### config.mk
export PLATFORM = sky130hd
export DESIGN_NAME = imem_loader
export DESIGN_NICKNAME = d
export VERILOG_FILES = /design/src/rtl/imem_loader_pkg.sv /design/src/rtl/imem_loader_byte_packer.sv /design/src/rtl/imem_loader.sv
export SDC_FILE = /design/constraint.sdc
export NUM_CORES = 1
export LEC_CHECK = 0
export ABC_AREA = 0
export ABC_CLOCK_PERIOD_IN_PS = 2450
export CELL_PAD_IN_SITES_DETAIL_PLACEMENT = 1
export CELL_PAD_IN_SITES_GLOBAL_PLACEMENT = 1
export CORE_UTILIZATION = 41
export DETAILED_ROUTE_END_ITERATION = 6
export PLACE_DENSITY = 0.78
export SKIP_LAST_GASP = 1
export SLEW_MARGIN = 30
export SYNTH_ARGS = -nofsm -noshare
export SYNTH_HDL_FRONTEND = slang
export SYNTH_SLANG_ARGS = --single-unit
### constraint.sdc
create_clock -name clk -period 2.45 [get_ports clk]
set_input_delay 0.3675 -clock clk [delete_from_list [all_inputs] [get_ports clk]]
set_output_delay 0.3675 -clock clk [all_outputs]
set_load 0.01 [all_outputs]
### src/rtl/imem_loader_pkg.sv
// Shared types and constants for the instruction-memory loader.
package imem_pkg;

    localparam int unsigned IMEM_DEPTH     = 64;
    localparam int unsigned HDR_BYTES      = 2;
    localparam int unsigned BYTES_PER_WORD = 4;
    localparam int unsigned BYTE_W         = 8;
    localparam int unsigned COUNT_W        = HDR_BYTES * BYTE_W;
    localparam int unsigned WORD_W         = BYTES_PER_WORD * BYTE_W;

    typedef enum logic [2:0] {
        S_IDLE    = 3'd0,
        S_HDR_HI  = 3'd1,
        S_HDR_LO  = 3'd2,
        S_PAYLOAD = 3'd3,
        S_CSUM    = 3'd4,
        S_DONE    = 3'd5
    } loader_state_t;

    // True when a header word count cannot fit in a memory of the given depth.
    function automatic logic count_exceeds(input logic [COUNT_W-1:0] n, input int unsigned depth);
        return 32'(n) > depth;
    endfunction

endpackage

### src/rtl/imem_loader_byte_packer.sv
// Packs big-endian bytes into words: the first byte of a word lands in the MSBs.
module byte_packer
    import imem_pkg::*;
(
    input  logic              clk,
    input  logic              rst_n,
    input  logic              i_clear,
    input  logic              i_byte_en,
    input  logic [BYTE_W-1:0] i_byte,
    output logic [WORD_W-1:0] o_word_c,
    output logic              o_word_valid_c
);

    localparam int unsigned IDX_W   = $clog2(BYTES_PER_WORD);
    localparam int unsigned SHIFT_W = (BYTES_PER_WORD - 1) * BYTE_W;
    localparam logic [IDX_W-1:0] LAST_IDX = IDX_W'(BYTES_PER_WORD - 1);

    logic [SHIFT_W-1:0] r_shift;
    logic [IDX_W-1:0]   r_idx;

    // The word completes on the byte that arrives while the index is at its last slot.
    assign o_word_valid_c = i_byte_en && (r_idx == LAST_IDX);
    assign o_word_c       = {r_shift, i_byte};

    // Shift in each accepted byte; a clear or reset drops any partial word.
    always_ff @(posedge clk) begin
        if (!rst_n || i_clear) begin
            r_shift <= '0;
            r_idx   <= '0;
        end else if (i_byte_en) begin
            r_shift <= {r_shift[SHIFT_W-BYTE_W-1:0], i_byte};
            r_idx   <= r_idx + IDX_W'(1);
        end
    end

endmodule

### src/rtl/imem_loader.sv
// Loads a program image from a byte stream into the instruction memory write port,
// holding the CPU in reset while the load runs.
// Optional trailer checksum byte enabled by defining IMEM_LOADER_CSUM_EN.
module imem_loader
    import imem_pkg::*;
#(
    parameter  int unsigned DEPTH = IMEM_DEPTH,
    localparam int unsigned AW    = $clog2(DEPTH)
) (
    input  logic          clk,
    input  logic          rst_n,
    input  logic          start,
    input  logic          byte_valid,
    input  logic [7:0]    byte_data,
    output logic          byte_ready,
    output logic          wr_en,
    output logic [AW-1:0] wr_addr,
    output logic [31:0]   wr_data,
    output logic          cpu_hold,
    output logic          done,
    output logic [AW:0]   word_count,
    output logic          err_overflow,
    output logic          csum_err
);

    localparam int unsigned CW = AW + 1;

`ifdef IMEM_LOADER_CSUM_EN
    localparam loader_state_t AFTER_PAYLOAD = S_CSUM;
`else
    localparam loader_state_t AFTER_PAYLOAD = S_DONE;
`endif

    loader_state_t      r_state;
    loader_state_t      w_state_nxt;

    logic [COUNT_W-1:0] r_count;
    logic [COUNT_W-1:0] r_word_idx;
    logic               r_finish;
    logic               r_wr_en;
    logic [AW-1:0]      r_wr_addr;
    logic [WORD_W-1:0]  r_wr_data;
    logic               r_cpu_hold;
    logic               r_done;
    logic [AW:0]        r_word_count;
    logic               r_err_overflow;

    logic               w_byte_ready;
    logic               w_accept;
    logic               w_start;
    logic               w_pay_accept;
    logic [COUNT_W-1:0] w_hdr_n;
    logic [WORD_W-1:0]  w_word;
    logic               w_word_valid;
    logic               w_last_word;
    logic               w_finish;

    // Handshake and decode terms; byte_ready depends on state alone.
    assign w_byte_ready = (r_state == S_HDR_HI) || (r_state == S_HDR_LO) ||
                          (r_state == S_PAYLOAD) || (r_state == S_CSUM);
    assign w_accept     = byte_valid && w_byte_ready;
    assign w_start      = start && ((r_state == S_IDLE) || (r_state == S_DONE));
    assign w_pay_accept = w_accept && (r_state == S_PAYLOAD);
    assign w_hdr_n      = {r_count[COUNT_W-1:BYTE_W], byte_data};
    assign w_last_word  = w_word_valid && (r_word_idx == (r_count - COUNT_W'(1)));
    assign w_finish     = (w_state_nxt == S_DONE) && (r_state != S_DONE);

    byte_packer u_packer (
        .clk            (clk),
        .rst_n          (rst_n),
        .i_clear        (w_start),
        .i_byte_en      (w_pay_accept),
        .i_byte         (byte_data),
        .o_word_c       (w_word),
        .o_word_valid_c (w_word_valid)
    );

    // State register.
    always_ff @(posedge clk) begin
        if (!rst_n) begin
            r_state <= S_IDLE;
        end else begin
            r_state <= w_state_nxt;
        end
    end

    // Next-state logic for the frame parser.
    always_comb begin
        w_state_nxt = r_state;
        case (r_state)
            S_IDLE, S_DONE: begin
                if (start) w_state_nxt = S_HDR_HI;
            end
            S_HDR_HI: begin
                if (w_accept) w_state_nxt = S_HDR_LO;
            end
            S_HDR_LO: begin
                if (w_accept) begin
                    if (w_hdr_n == '0) w_state_nxt = AFTER_PAYLOAD;
                    else               w_state_nxt = S_PAYLOAD;
                end
            end
            S_PAYLOAD: begin
                if (w_last_word) w_state_nxt = AFTER_PAYLOAD;
            end
            S_CSUM: begin
                if (w_accept) w_state_nxt = S_DONE;
            end
            default: w_state_nxt = S_IDLE;
        endcase
    end

    // Header capture, write port, counters and completion flags.
    // done and the CPU release trail entry into DONE by one cycle so the last write lands first.
    always_ff @(posedge clk) begin
        if (!rst_n) begin
            r_count        <= '0;
            r_word_idx     <= '0;
            r_finish       <= 1'b0;
            r_wr_en        <= 1'b0;
            r_wr_addr      <= '0;
            r_wr_data      <= '0;
            r_cpu_hold     <= 1'b0;
            r_done         <= 1'b0;
            r_word_count   <= '0;
            r_err_overflow <= 1'b0;
        end else begin
            r_wr_en  <= 1'b0;
            r_finish <= w_finish;

            if (w_start) begin
                r_count        <= '0;
                r_word_idx     <= '0;
                r_done         <= 1'b0;
                r_word_count   <= '0;
                r_err_overflow <= 1'b0;
                r_cpu_hold     <= 1'b1;
            end else if (r_finish) begin
                r_done     <= 1'b1;
                r_cpu_hold <= 1'b0;
            end

            if (w_accept && (r_state == S_HDR_HI)) begin
                r_count[COUNT_W-1:BYTE_W] <= byte_data;
            end

            if (w_accept && (r_state == S_HDR_LO)) begin
                r_count[BYTE_W-1:0] <= byte_data;
                if (count_exceeds(w_hdr_n, DEPTH)) r_err_overflow <= 1'b1;
            end

            // Words beyond the memory are consumed but never written.
            if (w_word_valid) begin
                r_word_idx <= r_word_idx + COUNT_W'(1);
                if (32'(r_word_idx) < DEPTH) begin
                    r_wr_en      <= 1'b1;
                    r_wr_addr    <= AW'(r_word_idx);
                    r_wr_data    <= w_word;
                    r_word_count <= r_word_count + CW'(1);
                end
            end
        end
    end

`ifdef IMEM_LOADER_CSUM_EN
    logic [BYTE_W-1:0] r_csum;
    logic              r_csum_err;

    // Running XOR of payload bytes, compared against the trailer byte.
    always_ff @(posedge clk) begin
        if (!rst_n) begin
            r_csum     <= '0;
            r_csum_err <= 1'b0;
        end else if (w_start) begin
            r_csum     <= '0;
            r_csum_err <= 1'b0;
        end else begin
            if (w_pay_accept) r_csum <= r_csum ^ byte_data;
            if (w_accept && (r_state == S_CSUM) && (byte_data != r_csum)) r_csum_err <= 1'b1;
        end
    end

    assign csum_err = r_csum_err;
`else
    assign csum_err = 1'b0;
`endif

    assign byte_ready   = w_byte_ready;
    assign wr_en        = r_wr_en;
    assign wr_addr      = r_wr_addr;
    assign wr_data      = r_wr_data;
    assign cpu_hold     = r_cpu_hold;
    assign done         = r_done;
    assign word_count   = r_word_count;
    assign err_overflow = r_err_overflow;

endmodule

==> reports/results.ini <==
[status]
status=complete, no violations

[setup_path]
slowest_stage=nor4_1
required_ps=2710
reg2regPathDepth=8
endpoint_kind=flip-flop
cp.arrival_ps=2550
startpoint_type=flip-flop
cp_max_fo=7
crit_path_max_incr_delay_ps=400
crit_type=flip-flop to flip-flop
cp_cell_sequence=inv_1 > ha_1 > nor3b_4 > nand3_1 > xnor2_1 > nor4_1 > o2111ai_2 > a221oi_1

[cells_and_area]
antenna_cells=0
areaGrowthSynthToFinish_pct=23.9
fin_cells=832
fillers=1435
drive_above_1_share=0.0861
finalNetCount=696

[yosys]
yosysMostFrequentCell=nand2_1
ys_ff_latch=111
async_reset_ff_frac=0
syn-cell-area_um2=5030
yosysWarnings=0
yosysSeqAreaShare=0.442
syn-num-nets=628
netlist_top_cells_count=nand2_1 (160), dfxtp_1 (111), a21boi_0 (50)
synthTopCellsByArea=dfxtp_1 (44%), nand2_1 (12%), a21boi_0 (7.5%)
syn_inst=612
ys_types=51
synth-main-ff-cell=dfxtp_1
syn_area_per_cell_um2=8.22
synth_top_area_share=0.442
synth_edf_count=0
synth_top_cell_by_area=dfxtp_1

[clock_tree]
cts_buffer_depth=2
ctsHoldBuffers=0
clk-insertion-delay-late_ps=350
clock_sinks=111
numCtsBuffers=9
cts-root-buf=clkbuf_16
htreeDepth=3
clkSlewWorstSetupHoldPaths_ps=80
cts_tree=yes

[floorplanning]
die_h_um=113
core_area_um2=12000
rows=40
die_width_um=113
design.die.area_um2=12700
start_util=0.421
ioPinCount=63

[timing]
hold_slack_ps=458
slew_violations=0
max_freq_mhz=436
setup_viol=0
tns_ps=0
fin_crit_sh=0.936
finalHoldViolCount=0
finClkSkew_ps=8.23
slew_headroom=0.607
worst_pin_slew_ps=590
period_needed_ps=2290

[global_routing]
use_met3=0.0327
grt_max_degree=43
grt_pass1_wl_mm=23.3
overflow=0
use_met2=0.408
grt_pass1_vias=4631
grtUsageMet1=0.291
top_usage_layer=met2
grt_usage=0.232
grt_antenna_before_repair=0

[pwr]
total_power_w=0.00358
ir_worst_vdd_mv=0.284
leakage_nw=2.28
power_density_nw_per_um2=575

[detailed_routing]
via_per_inst=5.42
drc_errors=0
wirelength_mm=14.3
drt_first_pass_iters=4
ant_nets=0
first_iter_violations=173
avgRoutedWirePerCell_um=17.1
via_count=4511

[placement]
dp_cells=813
dp_hpwl_mm=10.1
port_buffers=61
gp_congestion=0.819

[min_path]
hold_depth=2
hold_path.class=flip-flop to flip-flop

[job]
maxCapViolations=0

[routing by layer]
metal  vias up  routed length, um
met5         -                  0
met4         0                240
met3        17                387
met2        70               7160
met1      2214               6480
li1       2210                  -
[logic make-up after synthesis]
group | count (synthesis) | share of synthesized area
simple gates | 286 | 0.271
compound gates | 126 | 0.169
flops | 111 | 0.442
buf+inv | 48 | 0.0423
xor+xnor | 28 | 0.0488
mux | 8 | 0.0159
fa+ha+maj | 4 | 0.00995
other cells | 1 | 0.000746
[layout make-up]
type                            count  area [um^2]  area share
Multi-Input combinational cell    453         2620       0.420
Clock inverter                      6         55.1     0.00884
Sequential cell                   111         2220       0.357
Clock buffer                       10          229      0.0368
Tap cell                          147          184      0.0295
Inverter                           10         37.5     0.00603
Timing Repair Buffer               95          886       0.142
[flip-flops by register name (all words and copies together) (netlist names), 2 cells and up]
register	count
word_count	7
u_packer.r_idx	2
r_state	3
r_count	16
u_packer.r_shift	24
wr_addr	6
wr_data	32
r_word_idx	16
[worst max-delay path, delay by kind of cell (launching register included)]
kind,cells,cell delay [ps]
buffers and inverters,1,60
AND/OR/NAND/NOR,3,940
AO/OA/AOI/OAI,2,550
XOR/XNOR,1,150
adder cells (fa/ha/maj),1,190
flip-flops,1,320
[repair_timing]
| action | 4_1_cts | 5_1_grt |
|---|---|---|
| buffers inserted | 0 | 3 |
| resized for setup | 0 | 3 |
| setup endpoints to repair | 0 | 3 |
[layout by cell type (no fill, tap or decap), types with 8 or more instances in the layout]
master	count
and3_1	13
a22oi_1	13
inv_1	10
a21oi_1	34
a21boi_0	50
xor2_1	12
nor2b_1	15
buf_4	32
and2_1	14
mux2i_1	8
clkbuf_16	9
nand2_1	160
clkdlybuf4s50_1	60
dfxtp_1	111
nor2_1	21
nor3_1	10
xnor2_1	16
nand3_1	24
[metrics by stage]
step | setup WS (ps) | area (um^2) | utilization
global placement | 176 | 5900 | 0.493
detailed placement | 74.5 | 5900 | 0.493
floorplan | 338 | 5030 | -
global route | -31.7 | 6230 | 0.521
CTS | 64.5 | 6190 | 0.517
finish | 157 | 6230 | 0.521
[worst paths after layout]
check | startpoint | endpoint | slack, ps
worst max-delay path | r_count[1] | r_finish | 160
worst min-delay path | u_packer.r_shift[16] | u_packer.r_shift[16] | 460
worst max register to register | r_count[1] | r_finish | 160
worst min register to register | u_packer.r_shift[16] | u_packer.r_shift[16] | 460
[power breakdown]
part           switching [W]  internal [W]  leakage [nW]  total (W)
clock network       0.000701      0.000709         0.142    0.00141
registers          0.0000232       0.00182         0.895    0.00184
logic               0.000184      0.000145          1.25   0.000330
total               0.000908       0.00267          2.28    0.00358
No activity file was read; power rests on OpenSTA's default activity.
==> edit 1: new RTL, config.mk and constraints unchanged <==
Change the package constant `IMEM_DEPTH` from 64 to 32.
--- a/src/rtl/imem_loader_pkg.sv
+++ b/src/rtl/imem_loader_pkg.sv
@@ -2,5 +2,5 @@
 package imem_pkg;
 
-    localparam int unsigned IMEM_DEPTH     = 64;
+    localparam int unsigned IMEM_DEPTH     = 32;
     localparam int unsigned HDR_BYTES      = 2;
     localparam int unsigned BYTES_PER_WORD = 4;
Ports: changed (resized word_count and wr_addr); port bits go from 63 to 61. No check against the original RTL was run, so the function may have changed too.
==> edit 1 against the unedited design <==
The flow now finishes with violations (DRC); global-route usage grew 0.41 points; design area down 1.0%; sequential cell count is 2 lower; worst setup slack worse by 0.045 ns; area after synthesis decreased by 1.6%; wire length shrank 0.94%; critical path depth is 1 lower; power fell by 0.98%; critical path type unchanged; largest power group unchanged.
==> edit 1: results (changes against the unedited design) <==
status: finished, violations left
violated checks: DRC
#MultiIn Comb: 460 (+1.5%)
Layout Cells excl Fill: 830 (-0.24%)
internal cell power: 2.68 mW (+0.18%)
fraction of area in registers: 0.355 (-0.00219)
drc violations: 4 (+4)
GR Util met1: 0.286 (-0.00541)
initial DRC count: 196 (+13%)
Arrival @ worst endpoint: 2.57 ns (+0.02 ns)
synthesized flop and latch total: 109 (-1.8%)
Slew headroom: 0.662 (+0.0550)
r2r worst-path depth: 7 (-1)
final hold slack: 0.456 ns (-0.00184 ns)
critical path peak fanout: 5 (-2)
GR Layer Usage met2: 0.410 (+0.00129)
worst vdd ir: 0.000294 V (+3.6%)
clk_skew: 0.00945 ns (+0.00122 ns)
top cell types by occurrence after synthesis: nand2_1, dfxtp_1, a21boi_0
area of the multi-input gates: 2610 um^2 (-0.33%)
Layout clock area frac: 0.0479 (+0.00230)
compound-gate portion of the synthesized area: 0.186 (+0.0169)
hold_sp: u_packer.r_shift[22]$_SDFFE_PP0P_
combinational share of power: 0.089 (-0.003)
top cells by area, synth: dfxtp_1, nand2_1, a21boi_0, a21oi_1, xnor2_1
layout cells sized above 1: 0.0961 (+0.00994)
largest net degree at the start of global routing: 41 (-4.7%)
leak pwr: 2.16 nW (-5.5%)
clock buffers: 11 (+1)
met3 routed WL: 587 um (+52%)
## edit 1: how the worst max path moves through the flow
stage | startpoint | to | slack, ns | cells past startpoint
finish | r_count[4]$_SDFFE_PN0P_ | r_state[1]$_SDFF_PN0_ | 0.11 | 7
global route | r_count[0]$_SDFFE_PN0P_ | r_state[1]$_SDFF_PN0_ | 0.03 | 7
CTS | r_count[0]$_SDFFE_PN0P_ | r_state[1]$_SDFF_PN0_ | 0.07 | 8
detailed placement | byte_valid | r_state[1]$_SDFF_PN0_ | -0.21 | 7
global placement | byte_valid | r_state[1]$_SDFF_PN0_ | -0.12 | 7
floorplan | r_count[0]$_SDFFE_PN0P_ | r_state[1]$_SDFF_PN0_ | 0.09 | 9
## edit 1: repair_timing
action,in CTS,in global routing
gates resized for setup,0,7
setup endpoints to repair,0,1
buffers inserted,0,1
## edit 1: worst max-delay path: cells and delay by family (launching register included)
kind                   cells  cell delay (ns)
and+or+nand+nor            4             1.34
DFF                        1             0.37
AOI/OAI and AO/OA          2             0.32
buffers and inverters      1             0.19
==> edit 2: new RTL, same settings <==
Made on the original files. The 6 states of `loader_state_t` get a one-hot encoding in 6 bits.
--- a/src/rtl/imem_loader_pkg.sv
+++ b/src/rtl/imem_loader_pkg.sv
@@ -9,11 +9,11 @@
     localparam int unsigned WORD_W         = BYTES_PER_WORD * BYTE_W;
 
-    typedef enum logic [2:0] {
-        S_IDLE    = 3'd0,
-        S_HDR_HI  = 3'd1,
-        S_HDR_LO  = 3'd2,
-        S_PAYLOAD = 3'd3,
-        S_CSUM    = 3'd4,
-        S_DONE    = 3'd5
+    typedef enum logic [5:0] {
+        S_IDLE    = 6'b000001,
+        S_HDR_HI  = 6'b000010,
+        S_HDR_LO  = 6'b000100,
+        S_PAYLOAD = 6'b001000,
+        S_CSUM    = 6'b010000,
+        S_DONE    = 6'b100000
     } loader_state_t;
 
Behaviour: same outputs for any inputs over 10 cycles, from zero or initial values and one cycle with rst_n low; not proved beyond that.
==> edit 2 against the unedited design <==
The run now ends with setup timing left; power rose by 32%; area after synthesis rose by 4.1%; worst setup slack got worse by 0.17 ns; critical path depth unchanged; wire length increased by 26%; design area is 12% higher; sequential cell count is 3 higher; cell count up 13%; largest power group is now clock; highest routed layer unchanged.
==> edit 2: results (changes against the unedited design) <==
status: finished, violations left
violated checks: setup timing
Final Setup Violations: 2 (+2)
Layout clock area frac: 0.0879 (+0.0423)
Total Routed Length: 18000 um (+26%)
clk_skew: 0.00749 ns (-0.000736 ns)
worst r2r src: r_count[0]$_SDFFE_PN0P_
Inserted Clock Buffers: 17 (+8)
inverter count: 7 (-3)
Hold Path End: wr_data[18]$_SDFFE_PN0P_
FILL cells: 1473 (+2.6%)
RePlAce Congestion: 0.836 (+2.1%)
area of placed instances: 6250 um^2 (+5.9%)
Global Route Usage Sum: 0.293 (+0.0608)
Arrival @ worst endpoint: 2.75 ns (+0.20 ns)
drt wl/cell: 19.1 um (+11%)
setup ws final: -0.0114 ns (-0.169 ns)
Signal buf overhead: 0.146 (+0.00387)
syn_nets: 690 (+9.9%)
FFs & Latches: 114 (+2.7%)
Slew headroom: 0.595 (-0.0119)
Final HPWL DP: 11900 um (+18%)
register area: 2290 um^2 (+2.9%)
Clk pin slew, worst setup/hold paths: 0.06 ns (-0.02 ns)
critical path peak fanout: 4 (-3)
layout cells sized above 1: 0.150 (+0.0639)
DP Worst Slack: -0.205 ns (-0.279 ns)
top cells by area, synth: dfxtp_1, nand2_1, a21oi_1, xnor2_1, nand3_1
Finished Cell Area: 6960 um^2 (+12%)
leak pwr: 2.40 nW (+4.9%)
total number of vias: 5326 (+18%)
critical path's slowest cell: or4_4
switching power: 1.06 mW (+17%)
Skew-Pair Late Insertion Delay: 0.42 ns (+0.07 ns)
-- edit 2: cell count changes after synthesis, sizes merged, moves of 11 or more --
cell	change
a21oi	+72
nor2	+17
o21ai	+14
nor2b	-11
a22oi	-13
a21boi	-51
clkbuf	+12
-- edit 2: cells by family after synthesis --
kind of cell	share of synthesized area
flip-flops	0.436
other	0.000716
buffers and inverters	0.0389
AO/OA/AOI/OAI	0.168
adder cells (fa/ha/maj)	0.00956
AND/OR/NAND/NOR	0.291
multiplexers	0.0108
XOR/XNOR	0.0452
-- edit 2: layer usage --
layer / up-vias / part of all wire
li1: 2523 / -
met2: 154 / 0.49
met3: 37 / 0.051
met1: 2612 / 0.43
met5: - / 0
met4: 0 / 0.024
-- edit 2: timing repair --
action                                  CTS  global route
gates cloned                              0             0
pin swaps                                 3             5
resized for setup                         8             7
buffers inserted                          1             5
endpoints found under the setup margin    4             3
